`src/rtl/prevencion_pkg.sv`:
```
// Shared state encoding and threshold helpers for the prevention FSM.
package prevencion_pkg;

  typedef enum logic [1:0] {
    NORMAL = 2'b00,
    VENT   = 2'b01,
    ALARM  = 2'b10,
    HOLD   = 2'b11
  } state_t;

  // Release thresholds must never wrap below zero.
  function automatic int sat_sub(input int a, input int b);
    return (a > b) ? (a - b) : 0;
  endfunction

endpackage

```
`src/rtl/prevencion_fsm_param_antirrebote.sv`:
```
// Input debouncer: the output flips only after the raw input has differed
// from it for DEB_CYCLES consecutive clock edges.
module antirrebote #(
  parameter int DEB_CYCLES = 4
) (
  input  logic clk,
  input  logic reset,
  input  logic raw,
  output logic db
);

  localparam int CW = (DEB_CYCLES > 1) ? $clog2(DEB_CYCLES) : 1;
  localparam logic [CW-1:0] CNT_LAST = CW'(DEB_CYCLES - 1);

  logic [CW-1:0] cnt;

  always_ff @(posedge clk) begin
    if (!reset) begin
      db  <= 1'b0;
      cnt <= '0;
    end else if (raw != db) begin
      if (cnt == CNT_LAST) begin
        db  <= raw;
        cnt <= '0;
      end else begin
        cnt <= cnt + 1'b1;
      end
    end else begin
      cnt <= '0;
    end
  end

endmodule

```
`src/rtl/prevencion_fsm_param.sv`:
```
// Prevention unit: temperature/presence/ignition FSM with hysteresis,
// debounced sensors, alarm hold with acknowledge and an alarm-entry counter.
module prevencion_fsm_param
  import prevencion_pkg::*;
#(
  parameter int TEMP_W     = 8,
  parameter int T_WARN     = 28,
  parameter int T_ALARM    = 30,
  parameter int HYST       = 1,
  parameter int DEB_CYCLES = 4,
  parameter int ALARM_HOLD = 16,
  parameter int EVT_W      = 8
) (
  input  logic              clk,
  input  logic              reset,
  input  logic [TEMP_W-1:0] temp,
  input  logic              temp_valid,
  input  logic              presencia,
  input  logic              ignicion,
  input  logic              ack,
  output logic              alarma,
  output logic              ventilador,
  output logic [1:0]        estado,
  output logic [EVT_W-1:0]  alarm_events
);

  localparam logic [TEMP_W-1:0] TH_WARN      = TEMP_W'(T_WARN);
  localparam logic [TEMP_W-1:0] TH_ALARM     = TEMP_W'(T_ALARM);
  localparam logic [TEMP_W-1:0] TH_WARN_REL  = TEMP_W'(sat_sub(T_WARN, HYST));
  localparam logic [TEMP_W-1:0] TH_ALARM_REL = TEMP_W'(sat_sub(T_ALARM, HYST));
  localparam int              HW         = (ALARM_HOLD > 1) ? $clog2(ALARM_HOLD) : 1;
  localparam logic [HW-1:0]   HOLD_LOAD  = HW'(ALARM_HOLD - 1);

  logic [TEMP_W-1:0] temp_q;
  logic              pres_db;
  logic              ign_db;
  logic [HW-1:0]     hold_cnt;
  state_t            state;
  state_t            nxt;
  logic              alarm_cond;
  logic              alarm_clear;
  logic              warn_set;
  logic              warn_clear;
  logic              evt;

  antirrebote #(.DEB_CYCLES(DEB_CYCLES)) u_deb_pres (
    .clk   (clk),
    .reset (reset),
    .raw   (presencia),
    .db    (pres_db)
  );

  antirrebote #(.DEB_CYCLES(DEB_CYCLES)) u_deb_ign (
    .clk   (clk),
    .reset (reset),
    .raw   (ignicion),
    .db    (ign_db)
  );

  always_comb begin
    alarm_cond  = ign_db | (pres_db & (temp_q >= TH_ALARM));
    alarm_clear = ~ign_db & (~pres_db | (temp_q < TH_ALARM_REL));
    warn_set    = temp_q >= TH_WARN;
    warn_clear  = temp_q < TH_WARN_REL;

    nxt = state;
    case (state)
      NORMAL: begin
        if (alarm_cond)    nxt = ALARM;
        else if (warn_set) nxt = VENT;
      end
      VENT: begin
        if (alarm_cond)      nxt = ALARM;
        else if (warn_clear) nxt = NORMAL;
      end
      ALARM: begin
        if (alarm_clear && (hold_cnt == '0)) nxt = HOLD;
      end
      HOLD: begin
        if (alarm_cond) nxt = ALARM;
        else if (ack)   nxt = warn_clear ? NORMAL : VENT;
      end
      default: nxt = NORMAL;
    endcase

    // Only fresh entries count; re-arming from HOLD is the same incident.
    evt = (nxt == ALARM) && ((state == NORMAL) || (state == VENT));
  end

  always_ff @(posedge clk) begin
    if (!reset) begin
      temp_q       <= '0;
      state        <= NORMAL;
      hold_cnt     <= '0;
      alarm_events <= '0;
      alarma       <= 1'b0;
      ventilador   <= 1'b0;
    end else begin
      if (temp_valid) temp_q <= temp;
      state      <= nxt;
      alarma     <= (nxt == ALARM) || (nxt == HOLD);
      ventilador <= (nxt != NORMAL);
      // Load on entry and while the condition persists; count down once it clears.
      if (nxt == ALARM) begin
        if ((state != ALARM) || !alarm_clear) hold_cnt <= HOLD_LOAD;
        else if (hold_cnt != '0)              hold_cnt <= hold_cnt - 1'b1;
      end
      if (evt && (alarm_events != '1)) alarm_events <= alarm_events + 1'b1;
    end
  end

  assign estado = state;

endmodule

```
`config.mk`:
```
export PLATFORM = sky130hd
export DESIGN_NAME = prevencion_fsm_param
export DESIGN_NICKNAME = d
export VERILOG_FILES = /design/src/rtl/prevencion_pkg.sv /design/src/rtl/prevencion_fsm_param_antirrebote.sv /design/src/rtl/prevencion_fsm_param.sv
export SDC_FILE = /design/constraint.sdc
export NUM_CORES = 1
export LEC_CHECK = 0
export ABC_CLOCK_PERIOD_IN_PS = 2400
export CORE_MARGIN = 2
export CORE_UTILIZATION = 61
export DETAILED_ROUTE_END_ITERATION = 16
export DONT_BUFFER_PORTS = 1
export PLACE_DENSITY = 0.77
export SYNTH_ARGS = -nofsm -noshare
export SYNTH_HDL_FRONTEND = slang
export SYNTH_HIERARCHICAL = 1
export SYNTH_SLANG_ARGS = --single-unit
```
`constraint.sdc`:
```
create_clock -name clk -period 2.4 [get_ports clk]
set_clock_uncertainty 0.05 [all_clocks]
set_input_delay 0.48 -clock clk [delete_from_list [all_inputs] [get_ports clk]]
set_output_delay 0.48 -clock clk [all_outputs]
set_load 0.02 [all_outputs]
```
==> results of run 1 <==
cell families after synthesis:
family | synth area share, %
xor+xnor | 1.89
mux | 10.1
flops | 41.8
fa+ha+maj | 4.51
buf+inv | 4.06
compound gates | 18.7
simple gates | 18.9
cell usage in the layout (no fill, tap or decap), types with 2 or more instances in the layout:
| cell | count |
|---|---|
| dfxtp_1 | 29 |
| mux2i_1 | 14 |
| nor2_1 | 13 |
| inv_1 | 8 |
| o211ai_1 | 6 |
| nand2_1 | 5 |
| nand3_1 | 5 |
| ha_1 | 5 |
| clkbuf_4 | 5 |
| and3_1 | 4 |
| nand2b_1 | 4 |
| a21oi_1 | 3 |
| o31ai_1 | 3 |
| o21ai_0 | 3 |
| xnor2_1 | 3 |
| o41a_1 | 2 |
| o31a_2 | 2 |
| and2_1 | 2 |
| nor2b_1 | 2 |
| and4bb_2 | 2 |
| nor4b_1 | 2 |
where the power goes:
group          switching (mW)  internal (mW)
clock network           0.157          0.138
registers              0.0199          0.498
logic                  0.0341         0.0338
routing by layer:
layer | part of all wire (%) | up-vias | wire length (um)
li1 | - | 530 | -
met1 | 45 | 501 | 1180
met2 | 47 | 22 | 1240
met3 | 6.3 | 5 | 167
met4 | 1.6 | 0 | 42
met5 | 0 | - | 0
path summary, 6_finish.rpt:
check | depth (start not counted) | slack [ps] | to | from
max | 5 | 400 | hold_cnt[0] | temp_q[5]
min | 1 | 220 | estado[0] | reset
max reg2reg | 5 | 400 | hold_cnt[0] | temp_q[5]
min reg2reg | 1 | 380 | u_deb_pres/cnt[0] | u_deb_pres/cnt[0]
final cells by class:
cell class                      count  area (um^2)
Fill cell                         178          732
Timing Repair Buffer                1         7.51
Multi-Input combinational cell    100          751
Inverter                            8         30.0
Clock buffer                        7         55.1
Tap cell                           28         35.0
Sequential cell                    29          581
flip-flops by register name, indices dropped and copies added, names as in the netlist:
register and cells:
u_deb_pres/db 1, alarm_events 8, estado 1, u_deb_ign/db 1
hold_cnt 4, u_deb_pres/cnt 2, u_deb_ign/cnt 2, ventilador 1
alarma 1, temp_q 8
stage by stage:
stage	total power, mW	worst slack [ps]	instances	util, %	hold slack (ps)
finish	0.881	405	173	66.6	223
global route	0.924	274	173	66.6	200
CTS	0.889	416	173	66.6	213
global placement	0.593	498	166	64.1	362
detailed placement	0.597	413	166	64.1	372
floorplan	0.588	523	142	-	355
critical path: stages (launching register included):
cell,delay [ps]
dfxtp_1,330
or3_4,410
o21a_4,230
a2111o_1,410
a21oi_2,280
o21ai_0,160
synthesized netlist by cell type, types with 3 or more instances:
cell,instances
nand3_1,5
o21ai_0,3
nand2_1,5
and3_1,4
clkbuf_1,3
o211ai_1,6
ha_1,5
nand2b_1,4
inv_1,8
xnor2_1,3
mux2i_1,14
nor2_1,13
a21oi_1,3
dfxtp_1,29
o31ai_1,3
==> results.py, run 1 <==
metrics = {
    "run_status": {
        "status": "complete, no violations",
    },
    "synthesis": {
        "synth_ff_type": "dfxtp_1",
        "synth-seq-area-share_pct": 41.8,
        "synth-edff-count": 0,
        "synthDominantCellAreaShare_pct": 41.8,
        "synthCells": 142,
        "yosysWarnings": 6,
        "avgSynthCellArea_um2": 9.77,
        "ys_ff_latch": 29,
        "ys_types": 42,
        "syn_area_um2": 1390,
        "async_flop_share_pct": 0,
        "yosysTopAreaCell": "dfxtp_1",
        "synth_nets": 161,
        "ys_top_cells_by_area": "dfxtp_1 (42%), mux2i_1 (10%), ha_1 (4.5%)",
    },
    "grt": {
        "met2_usage_pct": 38.0,
        "grt_antenna_before_repair": 0,
        "grt_max_degree": 22,
        "grt_pass1_wl_um": 4460,
        "gr-usage-all-layers_pct": 23.0,
        "use_met3_pct": 8.05,
        "busiest_layer": "met2",
        "grt_pass1_vias": 1036,
        "overflow": 0,
        "grt_use_met1_pct": 25.9,
    },
    "critical_path": {
        "crit_path_start_kind": "register",
        "setup.worst_path.end_class": "register",
        "worstSetupPathType": "register to register",
        "critPathMaxFanout": 6,
        "worstPathArrival_ps": 2140,
        "worst_ep_required_time_ps": 2550,
    },
    "clocking": {
        "cts_sinks": 29,
        "clk_pin_slew_ps": 80,
        "cts-resized-gates": 0,
        "cts-buffers-inserted": 5,
        "ctsHoldBuffers": 0,
        "clk_latency_ps": 320,
        "cts_tree": "done",
        "cts_root_buf": "clkbuf_4",
        "post-cts-setup-buffer-count": 0,
        "clockBufferDepth": 2,
        "htreeDepth": 2,
    },
    "placed_design": {
        "gp_congestion": 0.802,
        "port_buffers": 0,
        "detailed_place_hpwl_um": 2000,
        "dpl_cell_area_um2": 1400,
    },
    "flow_run": {
        "maxCapViolations": 0,
    },
    "die": {
        "die_width_um": 51.7,
        "start_util_pct": 63.3,
        "core_area_um2": 2190,
        "std_cell_rows": 17,
        "dieArea_um2": 2670,
        "die_y_um": 51.7,
        "num_io_pins": 26,
    },
    "worst_hold_path": {
        "hp-class": "primary input to register",
    },
    "sta": {
        "fin_setup_tns_ps": 0,
        "fin_crit_ps": 2000,
        "rsz0062_at_grt": "false",
        "setup_viol": 0,
        "worst_pin_slew_ps": 417,
        "slew_violations": 0,
        "fin_crit_sh_pct": 83.1,
        "maxSlewHeadroom_pct": 72.2,
        "timing.fmax_ghz": 0.501,
        "hold_viol": 0,
    },
    "final_layout": {
        "diodes": 0,
        "area_growth_pct": 5.14,
        "nets": 164,
        "drive_gt1_share_pct": 11.0,
        "fin_area_um2": 1460,
    },
    "power": {
        "vdd_drop_max_mv": 0.449,
        "p_leak_nw": 0.583,
        "cellPowerDensity_nw_per_um2": 604,
    },
    "routing": {
        "ant_nets": 0,
        "vias": 1058,
        "firstDrtPassIters": 4,
        "viasPerCell": 6.12,
        "drc": 0,
        "wire_per_inst_um": 15.2,
        "drt-initial-drc-count": 12,
        "routed_wl_um": 2630,
    },
}
No activity file was read; power rests on OpenSTA's default activity.
==> run 2: changes to the inputs <==
--- a/config.mk
+++ b/config.mk
@@ -5,7 +5,7 @@
 export SDC_FILE = /design/constraint.sdc
 export NUM_CORES = 1
 export LEC_CHECK = 0
-export ABC_CLOCK_PERIOD_IN_PS = 2400
+export ABC_CLOCK_PERIOD_IN_PS = 1870
 export CORE_MARGIN = 2
 export CORE_UTILIZATION = 61
 export DETAILED_ROUTE_END_ITERATION = 16
==> constraint.sdc (replaced) <==
create_clock -name clk -period 1.87 [get_ports clk]
set_clock_uncertainty 0.05 [all_clocks]
set_input_delay 0.374 -clock clk [delete_from_list [all_inputs] [get_ports clk]]
set_output_delay 0.374 -clock clk [all_outputs]
set_load 0.02 [all_outputs]
==> results.py, run 2 (synthesis gave the netlist of run 1 again) <==
metrics = {
    "run_status": {
        "status": "finished, violations left",
        "violations": "negative setup slack",
    },
    "final_layout": {
        "fin_area_um2": 1530,
        "layout.cells.non_filler": 180,
        "reg.largest.list": "alarm_events x8, temp_q x8, hold_cnt x4",
        "area_growth_pct": 10.5,
        "drive_gt1_share_pct": 17.1,
        "diodes": 0,
        "fillers": 182,
        "final_cell_mix": "dfxtp_1 (28), mux2i_1 (14), nor2_1 (13)",
        "fin_util_pct": 70.0,
        "final_common_cell": "dfxtp_1",
        "nets": 170,
    },
    "placed_design": {
        "dpl_cell_area_um2": 1450,
        "detailed_place_hpwl_um": 1980,
        "dp_slack_ps": 9.26,
        "port_buffers": 0,
        "dpl.cell_count": 172,
        "gp_congestion": 0.808,
    },
    "worst_hold_path": {
        "hp-start": "reset",
        "holdPathStages": 1,
        "hp-class": "primary input to register",
        "whs_endpoint": "estado[0]",
    },
    "sta": {
        "maxSlewHeadroom_pct": 73.9,
        "fin_setup_tns_ps": -14.7,
        "rsz0062_at_grt": "true",
        "slew_violations": 0,
        "setup_slack_ps": -14.7,
        "fin_hold_ws_ps": 113,
        "setup_viol": 1,
        "timing.fmax_ghz": 0.531,
        "worst_pin_slew_ps": 392,
        "fin_crit_ps": 1880,
        "fin_crit_sh_pct": 101,
        "hold_viol": 0,
    },
    "critical_path": {
        "worst_ep_required_time_ps": 2050,
        "setup.worst_path.end_class": "register",
        "worstSetupPathType": "register to register",
        "worstReg2RegEnd": "hold_cnt[1]",
        "worstPathArrival_ps": 2060,
        "rrSetupSlack_ps": -10,
        "critPathMaxFanout": 6,
        "crit_path_start_kind": "register",
        "r2r_start": "temp_q[5]",
        "rr_worst_depth": 5,
    },
    "grt": {
        "grt_antenna_before_repair": 0,
        "overflow": 0,
        "gr-usage-all-layers_pct": 22.9,
        "grt_max_degree": 22,
        "grt_pass1_wl_um": 4390,
        "grt_pass1_vias": 1066,
    },
    "clocking": {
        "cts_sinks": 29,
        "clockBufferDepth": 2,
        "htreeDepth": 2,
        "clk_pin_slew_ps": 90,
        "cts-buffers-inserted": 5,
        "clk_latency_ps": 340,
        "cts_root_buf": "clkbuf_4",
        "cts_tree": "done",
    },
    "routing": {
        "firstDrtPassIters": 4,
        "routed_wl_um": 2660,
        "wire_per_inst_um": 14.8,
        "drc": 0,
        "drt-initial-drc-count": 17,
        "vias": 1101,
        "ant_nets": 0,
        "viasPerCell": 6.12,
    },
    "flow_run": {
        "maxCapViolations": 0,
    },
    "power": {
        "p_leak_nw": 0.628,
        "power.total_mw": 1.20,
        "vdd_drop_max_mv": 0.647,
        "cellPowerDensity_nw_per_um2": 782,
    },
    "die": {
        "die_y_um": 51.7,
        "dieArea_um2": 2670,
        "num_io_pins": 26,
        "start_util_pct": 63.3,
        "core_area_um2": 2190,
        "std_cell_rows": 17,
        "die_width_um": 51.7,
    },
}
-- run 2: cell count changes in the layout (fill, tap and decap cells not counted), sizes merged --
cell / before / now
buf: 1 / 7
clkinv: 0 / 1
-- run 2: layer usage --
layer  GRT usage [%]  vias up  wire length (um)  share of wire, %
li1                -      542                 -                 -
met5               0        -                 0                 0
met1            25.1      529              1130                42
met2            36.8       23              1320                50
met3            7.47        7               154               5.8
met4            16.7        0                55               2.1
-- run 2: repair_timing --
item / in CTS / in global routing
hold buffers: 0 / 0
resized for setup: 0 / 3
endpoints found under the hold margin: 0 / 0
setup buffers: 0 / 0
endpoints found under the setup margin: 1 / 6
-- run 2: cell type report --
class / count / area (um^2) / share of cell area, %
Tap cell: 28 / 35.0 / 2.29
Clock buffer: 7 / 65.1 / 4.24
Multi-Input combinational cell: 100 / 763 / 49.8
Clock inverter: 1 / 5.00 / 0.327
Sequential cell: 29 / 582 / 38.0
Timing Repair Buffer: 7 / 52.6 / 3.43
Inverter: 8 / 30.0 / 1.96
-- run 2: power breakdown --
group | total [mW] | internal (mW) | switching (mW)
Clock | 0.440 | 0.217 | 0.222
Sequential | 0.665 | 0.640 | 0.0247
Combinational | 0.0944 | 0.0475 | 0.0469
Total | 1.20 | 0.905 | 0.294
-- run 2: worst max path at each step --
stage / startpoint / cells past startpoint / endpoint / slack, ps
after floorplan: alarma / 5 / hold_cnt[1] / 80
final: temp_q[5] / 5 / hold_cnt[1] / -10
after global placement: temp_q[5] / 5 / hold_cnt[1] / 60
after detailed placement: temp_q[5] / 5 / hold_cnt[0] / 9
after CTS: temp_q[5] / 5 / hold_cnt[0] / -5
after global routing: temp_q[5] / 5 / hold_cnt[1] / -60
-- run 2: worst max-delay path: stages (launching register included) --
cell and delay [ps]:
dfxtp_2 330, or3_4 400, o21a_4 230, a2111o_1 340, a221o_1 310, o311a_1 120
==> run 3: changes to the inputs <==
--- a/config.mk
+++ b/config.mk
@@ -6,11 +6,13 @@
 export NUM_CORES = 1
 export LEC_CHECK = 0
 export ABC_CLOCK_PERIOD_IN_PS = 1870
+export CORE_ASPECT_RATIO = 1.5
 export CORE_MARGIN = 2
 export CORE_UTILIZATION = 61
 export DETAILED_ROUTE_END_ITERATION = 16
 export DONT_BUFFER_PORTS = 1
 export PLACE_DENSITY = 0.77
+export REMOVE_ABC_BUFFERS = 1
 export SYNTH_ARGS = -nofsm -noshare
 export SYNTH_HDL_FRONTEND = slang
 export SYNTH_HIERARCHICAL = 1
==> results.py, run 3 (synthesis gave the netlist of run 1 again) <==
metrics = {
    "run_status": {
        "status": "finished, violations left",
        "violations": "negative setup slack",
    },
    "critical_path": {
        "rrSetupSlack_ps": -7,
        "crit_path_start_kind": "register",
        "worstReg2RegEnd": "hold_cnt[1]",
        "path_cells": "or3_4 > o21a_4 > a2111o_1 > a221o_1 > o311a_1",
        "critPathMaxFanout": 3,
        "setup.worst_path.end_class": "register",
        "r2r_start": "temp_q[5]",
        "rr_worst_depth": 5,
        "cp_slowest_cell": "or3_4",
        "worst_ep_required_time_ps": 2030,
        "crit_cells": 5,
        "worstPathArrival_ps": 2040,
        "cpPeakStageDelay_ps": 400,
        "worst-path-buf-inv": 0,
        "cp-endpoint": "hold_cnt[1]",
        "critical_path.startpoint": "temp_q[5]",
        "cp_top_family": "compound AO/OA/AOI/OAI gates",
        "worstSetupPathType": "register to register",
    },
    "sta": {
        "fin_setup_tns_ps": -7.33,
        "fin_hold_ws_ps": 119,
        "worst_pin_slew_ps": 437,
        "hold_viol": 0,
        "fin_crit_sh_pct": 100,
        "setup_viol": 1,
        "maxSlewHeadroom_pct": 70.9,
        "setup_slack_ps": -7.33,
        "fin_crit_ps": 1880,
        "rsz0062_at_grt": "true",
        "slew_violations": 0,
        "timing.fmax_ghz": 0.533,
    },
    "final_layout": {
        "final_common_cell": "dfxtp_1",
        "nets": 173,
        "diodes": 0,
        "area_growth_pct": 12.4,
        "final_cell_mix": "dfxtp_1 (28), mux2i_1 (14), nor2_1 (13)",
        "reg.largest.list": "alarm_events x8, temp_q x8, hold_cnt x4",
        "drive_gt1_share_pct": 20.6,
        "fillers": 175,
    },
    "placed_design": {
        "detailed_place_hpwl_um": 2060,
        "port_buffers": 0,
        "gp_congestion": 0.777,
        "dp_slack_ps": -36.9,
    },
    "clocking": {
        "cts_root_buf": "clkbuf_4",
        "clk_pin_slew_ps": 100,
        "clockBufferDepth": 2,
        "htreeDepth": 2,
        "cts_sinks": 29,
        "cts-buffers-inserted": 5,
        "cts_tree": "done",
        "ctsHoldBuffers": 0,
        "clk_latency_ps": 330,
        "post-cts-setup-buffer-count": 0,
    },
    "grt": {
        "grt_max_degree": 22,
        "grt_antenna_before_repair": 0,
        "overflow": 0,
        "gr-usage-all-layers_pct": 24.8,
        "grt_pass1_wl_um": 4970,
        "grt_pass1_vias": 1138,
    },
    "worst_hold_path": {
        "hp-class": "primary input to register",
    },
    "routing": {
        "firstDrtPassIters": 4,
        "drc": 0,
        "ant_nets": 0,
        "vias": 1099,
        "wire_per_inst_um": 16.4,
        "viasPerCell": 6.17,
        "routed_wl_um": 2920,
        "drt-initial-drc-count": 21,
    },
    "die": {
        "dieArea_um2": 2680,
        "die_width_um": 42.9,
        "num_io_pins": 26,
        "start_util_pct": 62.9,
        "std_cell_rows": 21,
        "core_area_um2": 2210,
        "die_y_um": 62.4,
    },
    "power": {
        "p_leak_nw": 0.636,
        "power.total_mw": 1.20,
        "cellPowerDensity_nw_per_um2": 769,
        "vdd_drop_max_mv": 0.542,
    },
    "flow_run": {
        "maxCapViolations": 0,
    },
}
-- run 3: cell types whose count changed in the layout (fill, tap and decap cells not counted), sizes merged --
cell  change
buf       +3
-- run 3: power breakdown --
| part | leakage, nW | internal, mW | switching [mW] |
|---|---|---|---|
| clock network | 0.0413 | 0.218 | 0.221 |
| registers | 0.237 | 0.640 | 0.0250 |
| logic | 0.358 | 0.0472 | 0.0483 |
| total | 0.636 | 0.905 | 0.294 |
-- run 3: worst min-delay path by stage --
stage                       endpoint              from  cells after the start  slack [ps]
detailed placement  u_deb_ign/cnt[0]  u_deb_ign/cnt[0]                      1         370
floorplan           u_deb_ign/cnt[0]  u_deb_ign/cnt[0]                      1         360
global route               estado[0]             reset                      1         100
finish                     estado[0]             reset                      1         120
CTS                     u_deb_ign/db             reset                      1         110
global placement    u_deb_ign/cnt[0]  u_deb_ign/cnt[0]                      1         360
-- run 3: area by class of cell --
class	count	area, um^2	share of cell area [%]
clock buffers	7	65.1	4.17
clock inverters	1	5.00	0.321
inverters	8	30.0	1.93
multi-input cells	100	773	49.6
flip-flops and latches	29	582	37.3
well taps	23	28.8	1.85
repair buffers	10	75.1	4.82
-- run 3: per-stage QoR --
stage,instance area [um^2],std cells,utilization [%]
6_report,1560,178,70.6
5_1_grt,1560,178,70.6
4_1_cts,1540,178,69.8
3_5_place_dp,1470,170,66.4
3_3_place_gp,1470,170,66.4
2_1_floorplan,1360,137,-
-- run 3: worst reg2reg max path: cells and delay by family, from the launching register on --
| kind | cells | cell delay, ps |
|---|---|---|
| and+or+nand+nor | 1 | 400 |
| AOI/OAI and AO/OA | 4 | 980 |
| DFF | 1 | 330 |
-- run 3: layer usage --
metal  global-route usage [%]  vias to the layer above  wire [um]
met3                     10.1                        4        164
met1                     24.0                      518       1100
met5                        0                        -          0
li1                         -                      546          -
met2                     44.7                       31       1610
met4                     9.85                        0         43
-- run 3: repair_timing --
action,CTS,global route
resized for setup,2,3
setup endpoints to repair,6,11
pin swaps,1,0
